$ cat config.mk
export PLATFORM = sky130hd
export DESIGN_NAME = ex_hazard_ctrl
export DESIGN_NICKNAME = d
export VERILOG_FILES = /design/src/rtl/ex_hazard_ctrl.sv
export SDC_FILE = /design/constraint.sdc
export NUM_CORES = 1
export LEC_CHECK = 0
export ABC_AREA = 1
export BUFFER_PORTS_ARGS = -buffer_cell sky130_fd_sc_hd__buf_2
export CAP_MARGIN = 20
export CORE_UTILIZATION = 40
export CTS_CLUSTER_DIAMETER = 40
export CTS_CLUSTER_SIZE = 28
export DETAILED_ROUTE_END_ITERATION = 7
export PLACE_DENSITY = 0.78
export SYNTH_ARGS = -nofsm -noshare
export SYNTH_HDL_FRONTEND = slang
export SYNTH_SLANG_ARGS = --single-unit
$ cat constraint.sdc
create_clock -name clk -period 1.9 [get_ports clk]
set_clock_uncertainty 0.15 [all_clocks]
set_input_delay 0.38 -clock clk [delete_from_list [all_inputs] [get_ports clk]]
set_output_delay 0.38 -clock clk [all_outputs]
set_load 0.01 [all_outputs]
$ cat src/rtl/ex_hazard_ctrl.sv
// ex_hazard_ctrl: EX-stage hazard and control-flow sequencer.
// Inserts one bubble on a load-use hazard, stalls fetch/decode while a ret
// waits for its stack-pointer PC, and flushes IF/ID and ID/EX for
// FLUSH_CYCLES cycles after any taken PC update (branch, call or ret).
// Optional feature macro: HAZARD_STATS_EN enables the saturating
// stall-cycle counter on stall_count; without it stall_count is tied to 0.
module ex_hazard_ctrl #(
    parameter int FLUSH_CYCLES = 2,
    parameter int CNT_W        = 16
) (
    input  logic             clk,
    input  logic             rst_n,
    input  logic [3:0]       id_rs1,
    input  logic [3:0]       id_rs2,
    input  logic             id_rs1_used,
    input  logic             id_rs2_used,
    input  logic             id_ret,
    input  logic             ex_mem_to_reg,
    input  logic [3:0]       ex_reg_rd,
    input  logic             ret_wb,
    input  logic             pc_update_done,
    input  logic             pc_src,
    output logic             stall_if,
    output logic             stall_id,
    output logic             bubble_ex,
    output logic             flush_if_id,
    output logic             flush_id_ex,
    output logic             ret_pending,
    output logic [CNT_W-1:0] stall_count
);

    typedef enum logic [1:0] {
        IDLE,
        FLUSH,
        RET_WAIT
    } state_t;

    // The flush counter holds the number of flush cycles still to follow the
    // current one, so it is loaded with FLUSH_CYCLES-1.
    localparam logic [2:0] FLUSH_LOAD = 3'(FLUSH_CYCLES - 1);

    state_t     state, state_next;
    logic [2:0] flush_cnt, flush_cnt_next;
    logic       taken;
    logic       lu;

    assign taken = pc_update_done & pc_src;

    // R0 is hardwired to zero, so a load targeting it can never create a hazard.
    assign lu = ex_mem_to_reg && (ex_reg_rd != 4'd0) &&
                ((id_rs1_used && (id_rs1 == ex_reg_rd)) ||
                 (id_rs2_used && (id_rs2 == ex_reg_rd)));

    // State and flush counter registers with synchronous active-low reset.
    always_ff @(posedge clk) begin
        if (!rst_n) begin
            state     <= IDLE;
            flush_cnt <= 3'd0;
        end else begin
            state     <= state_next;
            flush_cnt <= flush_cnt_next;
        end
    end

    // Next-state and output decode; taken update beats ret, ret beats load-use.
    always_comb begin
        state_next     = state;
        flush_cnt_next = flush_cnt;
        stall_if       = 1'b0;
        stall_id       = 1'b0;
        bubble_ex      = 1'b0;
        flush_if_id    = 1'b0;
        flush_id_ex    = 1'b0;
        ret_pending    = 1'b0;
        case (state)
            IDLE: begin
                if (taken) begin
                    state_next     = FLUSH;
                    flush_cnt_next = FLUSH_LOAD;
                end else if (id_ret) begin
                    state_next = RET_WAIT;
                end else if (lu) begin
                    stall_if  = 1'b1;
                    stall_id  = 1'b1;
                    bubble_ex = 1'b1;
                end
            end
            FLUSH: begin
                flush_if_id = 1'b1;
                flush_id_ex = 1'b1;
                if (taken) begin
                    flush_cnt_next = FLUSH_LOAD;
                end else if (flush_cnt == 3'd0) begin
                    state_next = IDLE;
                end else begin
                    flush_cnt_next = flush_cnt - 3'd1;
                end
            end
            RET_WAIT: begin
                ret_pending = 1'b1;
                stall_if    = 1'b1;
                stall_id    = 1'b1;
                bubble_ex   = 1'b1;
                if (taken || ret_wb) begin
                    state_next     = FLUSH;
                    flush_cnt_next = FLUSH_LOAD;
                end
            end
            default: begin
                state_next     = IDLE;
                flush_cnt_next = 3'd0;
            end
        endcase
    end

`ifdef HAZARD_STATS_EN
    logic [CNT_W-1:0] stall_cnt_q;

    // Count stalled cycles, holding at all-ones instead of wrapping.
    always_ff @(posedge clk) begin
        if (!rst_n) begin
            stall_cnt_q <= '0;
        end else if (stall_if && (stall_cnt_q != {CNT_W{1'b1}})) begin
            stall_cnt_q <= stall_cnt_q + CNT_W'(1);
        end
    end

    assign stall_count = stall_cnt_q;
`else
    assign stall_count = '0;
`endif

endmodule

Word-level counts from Yosys, hierarchy flattened
Index checks and enable logic that the tools add are counted.
{"block": "classes", "n_addsub": 1, "eq_ne": 10, "n_mux": 17, "bitwise": 1, "n_reduce_logical": 11}
{"operator": "$mux 3", "count": 4}
{"operator": "$mux 2", "count": 5}
{"operator": "$pmux 3 s3", "count": 1}
{"operator": "$eq 4x4->1", "count": 2}
{"operator": "$ne 2x2->1 const B", "count": 4}
{"operator": "$ne 3x3->1 const B", "count": 2}
{"operator": "$pmux 2 s3", "count": 1}
{"operator": "$mux 1", "count": 5}
{"operator": "$logic_and 1x1->1", "count": 4}
{"operator": "$reduce_and 4->1", "count": 1}
{"operator": "$reduce_bool 4->1", "count": 1}
{"operator": "$logic_not 3->1", "count": 1}
{"operator": "$reduce_and 3->1", "count": 1}
{"operator": "$sub 3x1->3 const B", "count": 1}
{"operator": "$eq 2x1->1 const B", "count": 1}
{"operator": "$eq 2x2->1 const B", "count": 1}
{"operator": "$logic_not 2->1", "count": 1}
{"operator": "$logic_or 1x1->1", "count": 2}
{"operator": "$pmux 1 s2", "count": 1}
{"operator": "$and 1x1->1", "count": 1}
{"block": "totals", "register_bits": 5, "out_inout_bits": 22, "wordCells": 42}

Logic depth before layout (Yosys ltp)
Gate-level depths: netlist (run 1).
{"block": "depth", "ltp_word": 8, "ltp_mapped": 9, "depth_no_buf": 9}

Least setup slack after synthesis (run 1)
OpenSTA, ideal clock, no wires.
{"block": "synth_timing", "path_type": "input-to-output", "from": "in pc_update_done", "to": "out stall_id", "t_arrival_ns": 1.242, "required_time_ns": 1.370, "path_slack_ns": 0.128, "cell_stages": 7, "n_path_buf": 1, "path_cell_list": "nand2_2 > nand3_1 > or2_1 > nor2_1 > nand2_1 > nand2_1 > buf_4"}
{"block": "synth_via", "elab_chain_cells": 3}
{"element": "start: declaration", "line": "21", "text": "input logic pc_update_done,"}
{"element": "$and 1x1->1", "line": "47", "text": "assign taken = pc_update_done & pc_src;"}
{"element": "$mux 1"}
{"element": "$pmux 1 s2"}
{"element": "end: declaration", "line": "24", "text": "output logic stall_id,"}
No other way between the ends.

Worst setup path in the final report (run 1)
{"block": "layout_timing", "from": "reg state[1]", "to": "out stall_if"}
{"block": "layout_via", "elab_chain_cells": 2}
{"element": "start: declaration", "line": "42", "text": "state_t state, state_next;"}
{"element": "start signal: assignment", "line": "60", "text": "state <= state_next;"}
{"element": "$eq 2x2->1 or $logic_not 2->1 (tied branches)", "line": "75", "text": "case (state)"}
{"element": "$pmux 1 s2 (*)", "line": "75"}
{"element": "end: declaration", "line": "23", "text": "output logic stall_if,"}
Every way passes the cells marked *; elsewhere a longest branch is shown, timed or not.

==> results.cfg, run 1 <==
[status]
outcome = finished, final reports clean

[routing]
routed_wl_um = 1290
drc = 0
antenna_left = 0
top_layer = met4
viasPerCell = 4.50
drtIter0Drc = 19
wl_met2_um = 609
dr_total_vias = 679
wl_per_cell_um = 8.55
first_pass_iters = 5
wl_met1_um = 577
met3_length_um = 76

[global_route]
grt_pass1_wl_um = 2170
grt_overflow_total = 0
grt_max_degree = 7
antenna_found_initial = 0
track_usage_pct = 15.2
grt_pass1_vias = 573

[synthesis]
synth_top_area_cell = buf_4
synth_top_family_by_area = simple AND/OR/NAND/NOR gates
synthesis.area_um2 = 632
synth_compound_area_share_pct = 6.73
avgSynthCellArea_um2 = 6.02
synthCells = 105
ys_seq_area_share_pct = 15.8
synthMuxAreaShare_pct = 0
yosys_warnings = 0
synth_fa_ha_area_share_pct = 3.96
synth_seq_cells = 5
yosys.area_share.simple_pct = 38.6
synth_xor_xnor_area_share_pct = 2.77
ys_types = 20
synthTopCellsByArea = buf_4 (23%), dfxtp_1 (16%), nand2_1 (14%), nor2_1 (8.9%), inv_1 (8.3%)
synth_top_cell_area_share_pct = 22.6

[layout]
drive_gt1_share_pct = 32.4
antennaDiodeCount = 0
syn_to_final_growth_pct = 20.8
num-nets-final = 160
num-fill-cells = 146

[timing]
finalSetupViolCount = 0
post-route-period-util_pct = 95.2
fmaxAchievable_mhz = 553
rsz0062_at_grt = false
hold_viol_final = 0
hold_ws_ns = 0.251
final_max_slew_viol_count = 0
setup_tns_ns = 0
fin_crit_ns = 1.81

[floorplan]
ios = 43
num_rows = 13
die_w_um = 41.7
dieArea_um2 = 1740
start_util_pct = 45.7
coreArea_um2 = 1380
die_height_um = 41.7

[clock_network]
clock_latency_ns = 0.24
numCtsBuffers = 3
cts_max_level = 1
cts_tree = yes
cts.reportedPaths.clkPinSlew_ns = 0.05
clk_path_buf_depth = 2
cts_sinks = 5
cts-root-buf = clkbuf_4
hold_buffers = 0

[setup_path]
crit_buf_inv = 2
crit_arrival_ns = 1.28
cp-start-kind = flop
required_ns = 1.37
crit_path_end_kind = output port
max_stage_delay_ns = 0.32
cp_top_family = simple AND/OR/NAND/NOR gates
critPathMaxFanout = 4
critPathKind = reg -> out
cp_cell_sequence = inv_2 -> nand3_2 -> or2_1 -> nor2_1 -> nand2_1 -> nand2_1 -> buf_2
crit_top_cell = nand2_1
slowest_stage = dfxtp_1

[power]
comb_power_share_pct = 44.3
internal_power_uw = 281
p_switching_uw = 172
power_density_nw_per_um2 = 594
ir_drop_v = 0.000359
clockPowerShare_pct = 27.5
leakage_uw = 0.000469
seqPwrFrac_pct = 28.2
sw_frac_of_total_pct = 38.0

[worst_hold_path]
hp-class = in -> reg

[place]
dp_hpwl_um = 1060
gp_congestion = 0.847
io_buffer_count = 26

[run]
max-cap-violations = 0
## worst min-delay path, delay by kind of cell
kind	cells	cell delay (ns)
buffers and inverters	1	0.12
and+or+nand+nor	2	0.09
## routing by layer
metal	vias up	GRT usage, %
met5	-	0
met4	0	5.81
met3	4	1.30
met2	32	24.4
met1	292	20.8
li1	351	-
## cell type report
cell class | instances | area [µm²] | area share [%]
multi-input cells | 81 | 394 | 51.6
repair buffers | 31 | 168 | 22.0
flip-flops and latches | 5 | 100 | 13.1
inverters | 15 | 56.3 | 7.38
clock buffers | 4 | 26.3 | 3.44
well taps | 15 | 18.8 | 2.46
## final timing paths
kind                          endpoint  cells after the start                       from  slack, ns
min reg2reg  flush_cnt[1]$_SDFFE_PN0P_                      2  flush_cnt[1]$_SDFFE_PN0P_       0.32
min          flush_cnt[0]$_SDFFE_PN0P_                      3                      rst_n       0.25
max reg2reg  flush_cnt[2]$_SDFFE_PN0P_                      8      state[0]$_SDFFE_PN0P_       0.48
max                           stall_if                      7      state[1]$_SDFFE_PN0P_       0.09
## synth_stat cells
cell type,number
a211oi_1,1
a21oi_2,1
a31oi_1,1
buf_4,19
conb_1,1
dfxtp_1,5
ha_1,2
inv_1,14
inv_2,1
nand2_1,24
nand2_2,1
nand3_1,5
nand3_2,3
nand4_1,2
nor2_1,15
nor2_2,2
nor3_1,1
o21ai_0,4
or2_1,1
xnor2_1,2
## power by group through the flow
stage	registers [µW]	logic (µW)	clock network [µW]
after CTS	128	189	128
final	128	201	125
after global routing	129	227	136
after floorplan	128	159	0
after detailed placement	129	187	0
after global placement	129	182	0
## kinds of logic (layout without fill, tap and decap cells)
group | count (synthesis) | count (layout)
simple gates | 54 | 54
buf+inv | 34 | 50
compound gates | 7 | 7
flops | 5 | 5
fa+ha+maj | 2 | 2
xor+xnor | 2 | 2
other cells | 1 | 16
## metrics by stage
| stage | cells | setup WS [ns] | cell area [µm²] | total power, µW | util, % |
|---|---|---|---|---|---|
| after floorplan | 120 | 0.128 | 688 | 286 | - |
| after global placement | 144 | 0.218 | 709 | 311 | 51.3 |
| after detailed placement | 144 | 0.187 | 709 | 316 | 51.3 |
| after CTS | 148 | 0.0259 | 736 | 445 | 53.2 |
| after global routing | 151 | 0.00165 | 763 | 491 | 55.2 |
| final | 151 | 0.0916 | 763 | 454 | 55.2 |
## registers in the layout, indices dropped and copies added (netlist names)
| name | count |
|---|---|
| flush_cnt | 3 |
| state | 2 |
## placed cells by master (no fill, tap or decap), drive strengths merged
| master | n |
|---|---|
| clkbuf | 4 |
| conb | 16 |
| buf | 31 |
| nand2 | 25 |
| ha | 2 |
| o21ai | 4 |
| inv | 15 |
| nand4 | 2 |
| nor2 | 17 |
| nand3 | 8 |
| nor3 | 1 |
| dfxtp | 5 |
| or2 | 1 |
| xnor2 | 2 |
| a31oi | 1 |
| a21oi | 1 |
| a211oi | 1 |
## timing repair
action	in CTS	in global routing
resized for setup	1	1
setup endpoints to repair	3	3
setup buffers	0	3
Power figures use the tool's default switching activity.
==> inputs of run 2 (changes only) <==
--- a/config.mk
+++ b/config.mk
@@ -9,10 +9,11 @@
 export BUFFER_PORTS_ARGS = -buffer_cell sky130_fd_sc_hd__buf_2
 export CAP_MARGIN = 20
 export CORE_UTILIZATION = 40
-export CTS_CLUSTER_DIAMETER = 40
+export CTS_CLUSTER_DIAMETER = 150
 export CTS_CLUSTER_SIZE = 28
 export DETAILED_ROUTE_END_ITERATION = 7
-export PLACE_DENSITY = 0.78
+export PLACE_DENSITY = 0.87
+export SETUP_SLACK_MARGIN = 0.5
 export SYNTH_ARGS = -nofsm -noshare
 export SYNTH_HDL_FRONTEND = slang
 export SYNTH_SLANG_ARGS = --single-unit
==> results.cfg, run 2 (synthesis gave the netlist of run 1 again) <==
[status]
outcome = finished, final reports clean

[global_route]
grt_pass1_vias = 680
track_usage_pct = 20.2
grt_overflow_total = 0
grt_max_degree = 8
antenna_found_initial = 0
grt_pass1_wl_um = 2700

[routing]
routed_wl_um = 1910
drc = 0
first_pass_iters = 4
drtIter0Drc = 22
antenna_left = 0
wl_per_cell_um = 12.0
viasPerCell = 4.94
dr_total_vias = 785

[floorplan]
start_util_pct = 45.7
ios = 43
die_w_um = 41.7
num_rows = 13
coreArea_um2 = 1380
dieArea_um2 = 1740
die_height_um = 41.7

[setup_path]
crit_path_end_kind = output port
critPathKind = reg -> out
max_stage_delay_ns = 0.33
critPathMaxFanout = 3
crit_buf_inv = 2
cp_top_family = simple AND/OR/NAND/NOR gates
slowest_stage = dfxtp_2
cp-start-kind = flop
required_ns = 1.37
crit_arrival_ns = 1.31
cp_cell_sequence = inv_2 -> nand3_4 -> or2_1 -> nor2_1 -> nand2_1 -> nand2_2 -> buf_6

[power]
leakage_uw = 0.000525
power_density_nw_per_um2 = 591
ir_drop_v = 0.000324
p_total_uw = 557

[layout]
regMostFlops = flush_cnt
stdcell_area_um2 = 942
drive_gt1_share_pct = 43.1
largest_reg_flops = 3
antennaDiodeCount = 0
num-fill-cells = 110
reg_top3 = flush_cnt x3, state x2
syn_to_final_growth_pct = 49.1
layout_commonest_cell = nand2_1
final_cell_mix = nand2_1 (21), buf_2 (20), conb_1 (16), nor2_1 (13), inv_1 (11)
final_util_pct = 68.1
num-nets-final = 168

[timing]
fin_crit_ns = 1.84
finalSetupViolCount = 0
post-route-period-util_pct = 97.0
rsz0062_at_grt = true
final_max_slew_viol_count = 0
hold_viol_final = 0
fmaxAchievable_mhz = 542

[worst_hold_path]
hp-class = in -> reg

[place]
io_buffer_count = 26
dp_hpwl_um = 1130
postPlaceCellArea_um2 = 723
gp_congestion = 0.829

[clock_network]
cts_tree = yes
numCtsBuffers = 3
cts.reportedPaths.clkPinSlew_ns = 0.05
clock_latency_ns = 0.24
cts_max_level = 1
cts-root-buf = clkbuf_4
clk_path_buf_depth = 2
hold_buffers = 0
cts_sinks = 5

[run]
max-cap-violations = 0
[run 2: cell types whose count changed in the layout (fill, tap and decap cells not counted), sizes merged]
cell  previous run  this run
buf             31        39
[run 2: repair_timing]
item                       4_1_cts  5_1_grt
setup buffers                    8        5
pin swaps                        6       10
setup endpoints to repair        7       11
gates resized for setup         12       12
[run 2: power breakdown]
part | switching (µW) | internal [µW]
registers | 9.76 | 119
logic | 164 | 139
clock network | 45.2 | 79.5
[run 2: worst min-delay path: cells and delay by family]
| family | cells | cell delay, ns |
|---|---|---|
| AND/OR/NAND/NOR | 2 | 0.09 |
| buffers and inverters | 1 | 0.12 |
[run 2: routing by layer]
metal | part of all wire [%] | vias to the layer above | GRT usage [%] | wire, µm
met1 | 38 | 339 | 19.8 | 724
met4 | 5.1 | 0 | 16.1 | 97
li1 | - | 369 | - | -
met2 | 51 | 61 | 35.3 | 968
met3 | 6.2 | 16 | 5.22 | 118
met5 | 0 | - | 0 | 0
[run 2: through the flow]
stage	cells	TNS [ns]	hold slack, ns	setup slack (ns)
global route	159	-0.0445	0.223	-0.0155
CTS	154	0	0.234	0.0695
finish	159	0	0.240	0.0562
detailed placement	142	0	0.319	0.106
global placement	142	0	0.310	0.140
floorplan	120	0	0.299	0.281
[run 2: final timing paths]
check | startpoint | to | slack (ns) | cells past startpoint
setup / recovery | state[1]$_SDFFE_PN0P_ | bubble_ex | 0.06 | 7
hold / removal | rst_n | flush_cnt[0]$_SDFFE_PN0P_ | 0.24 | 3
setup reg to reg | state[1]$_SDFFE_PN0P_ | flush_cnt[2]$_SDFFE_PN0P_ | 0.31 | 11
hold reg to reg | flush_cnt[1]$_SDFFE_PN0P_ | flush_cnt[1]$_SDFFE_PN0P_ | 0.33 | 2
[run 2: cell type report]
cell class,count,area (µm²),share of cell area (%)
multi-input combinational,81,458,48.6
tap,15,18.8,1.99
clock buffer,4,26.3,2.79
sequential,5,103,10.9
inverter,15,56.3,5.98
timing repair buffer,39,280,29.7
==> inputs of run 3 (changes only) <==
--- a/config.mk
+++ b/config.mk
@@ -6,13 +6,14 @@
 export NUM_CORES = 1
 export LEC_CHECK = 0
 export ABC_AREA = 1
-export BUFFER_PORTS_ARGS = -buffer_cell sky130_fd_sc_hd__buf_2
 export CAP_MARGIN = 20
-export CORE_UTILIZATION = 40
+export CORE_AREA = 2 2 39 41
 export CTS_CLUSTER_DIAMETER = 150
 export CTS_CLUSTER_SIZE = 28
 export DETAILED_ROUTE_END_ITERATION = 7
-export PLACE_DENSITY = 0.87
+export DIE_AREA = 0 0 41 43
+export DONT_BUFFER_PORTS = 1
+export PLACE_DENSITY = 0.71
 export SETUP_SLACK_MARGIN = 0.5
 export SYNTH_ARGS = -nofsm -noshare
 export SYNTH_HDL_FRONTEND = slang
==> results.cfg, run 3 (synthesis gave the netlist of run 1 again) <==
[clock_network]
clock_latency_ns = 0.24
cts.reportedPaths.clkPinSlew_ns = 0.04
cts-root-buf = clkbuf_4
cts_sinks = 5
numCtsBuffers = 3
clk_path_buf_depth = 2
cts_max_level = 1
cts_tree = yes

[routing]
first_pass_iters = 4
routed_wl_um = 1280
viasPerCell = 4.61
drc = 0
wl_per_cell_um = 10.1
antenna_left = 0
drtIter0Drc = 9
dr_total_vias = 585

[setup_path]
required_ns = 1.37
critPathMaxFanout = 3
crit_arrival_ns = 1.19
crit_buf_inv = 1
cp_top_family = simple AND/OR/NAND/NOR gates
slowest_stage = dfxtp_2
cp-start-kind = flop
critPathKind = reg -> out
crit_path_end_kind = output port
max_stage_delay_ns = 0.33
cp_cell_sequence = inv_2 -> nand3_4 -> or2_1 -> nor2_1 -> nand2_1 -> nand2_4

[place]
dp_hpwl_um = 979
pre_cts_ws_ns = 0.321
postPlaceCellArea_um2 = 602
gp_congestion = 0.893
io_buffer_count = 0

[layout]
regArea_um2 = 106
num-fill-cells = 151
antennaDiodeCount = 0
regMostFlops = flush_cnt
syn_to_final_growth_pct = 13.3
stdcell_area_um2 = 716
reg_top3 = flush_cnt x3, state x2
multi_input_area_um2 = 455
num-nets-final = 135
final_cell_mix = nand2_1 (23), conb_1 (16), nor2_1 (14), inv_1 (11), buf_4 (5)
largest_reg_flops = 3
drive_gt1_share_pct = 25.2
layout_commonest_cell = nand2_1
final_util_pct = 51.7

[global_route]
grt_overflow_total = 0
antenna_found_initial = 0
grt_pass1_vias = 518
grt_max_degree = 8
track_usage_pct = 15.5
grt_pass1_wl_um = 1820

[power]
leakage_uw = 0.000376
power_density_nw_per_um2 = 643
ir_drop_v = 0.000448

[timing]
finalWorstSetupSlack_ns = 0.175
fin_crit_ns = 1.72
post-route-period-util_pct = 90.8
final_max_slew_viol_count = 0
hold_ws_ns = 0.102
rsz0062_at_grt = true
setup_tns_ns = 0
finalSetupViolCount = 0
fmaxAchievable_mhz = 580
hold_viol_final = 0

[floorplan]
dieArea_um2 = 1760
die_height_um = 43
ios = 43
num_rows = 14
die_w_um = 41
start_util_pct = 45.7
coreArea_um2 = 1380

[run]
max-cap-violations = 0

[status]
outcome = finished, final reports clean

[worst_hold_path]
hp-class = in -> reg
==> run 3: cell count changes in the layout (fill, tap and decap cells not counted), sizes merged <==
cell	previous run	this run
buf	39	6
==> run 3: worst register-to-register path: stages (launching register included) <==
cell and delay (ns):
dfxtp_2 0.34, inv_2 0.05, buf_4 0.15, nor2_4 0.14, nand3_2 0.15, nand3_4 0.13
nor2_1 0.04, nor2_1 0.08, nor2_1 0.04
==> run 3: where the power goes <==
| part | internal [µW] | switching [µW] |
|---|---|---|
| Clock | 79.4 | 44.2 |
| Combinational | 84.9 | 121 |
| Sequential | 120 | 10.5 |
| Total | 284 | 176 |
==> run 3: per-layer routing <==
layer | routed length, µm | vias up | share of wire, % | track usage, %
met1 | 422 | 254 | 33 | 15.5
met3 | 119 | 6 | 9.3 | 2.62
met4 | 50 | 0 | 3.9 | 12.0
li1 | - | 299 | - | -
met2 | 690 | 26 | 54 | 25.9
met5 | 0 | - | 0 | 0
==> run 3: what timing repair did <==
item | in CTS | in global routing
gates cloned | 0 | 0
pin swaps | 2 | 0
resized for setup | 8 | 7
setup buffers | 4 | 1
setup endpoints to repair | 7 | 11
hold buffers | 0 | 0
==> run 3: worst paths after layout <==
| path | start | to | slack (ns) | depth (start not counted) |
|---|---|---|---|---|
| setup reg to reg | state[1]$_SDFFE_PN0P_ | flush_cnt[2]$_SDFFE_PN0P_ | 0.52 | 8 |
| hold reg to reg | flush_cnt[1]$_SDFFE_PN0P_ | flush_cnt[1]$_SDFFE_PN0P_ | 0.33 | 2 |
| setup / recovery | state[1]$_SDFFE_PN0P_ | bubble_ex | 0.18 | 6 |
| hold / removal | rst_n | flush_cnt[0]$_SDFFE_PN0P_ | 0.10 | 2 |
==> run 3: layout make-up <==
| type | instances | area share, % |
|---|---|---|
| clock buffers | 4 | 3.67 |
| repair buffers | 6 | 6.82 |
| inverters | 15 | 8.22 |
| well taps | 16 | 2.80 |
| multi-input cells | 81 | 63.6 |
| flip-flops and latches | 5 | 14.9 |
==> run 3: metrics by stage <==
step,total power (µW),cells
floorplan,298,120
global placement,284,118
detailed placement,286,118
CTS,439,126
global route,495,127
finish,460,127
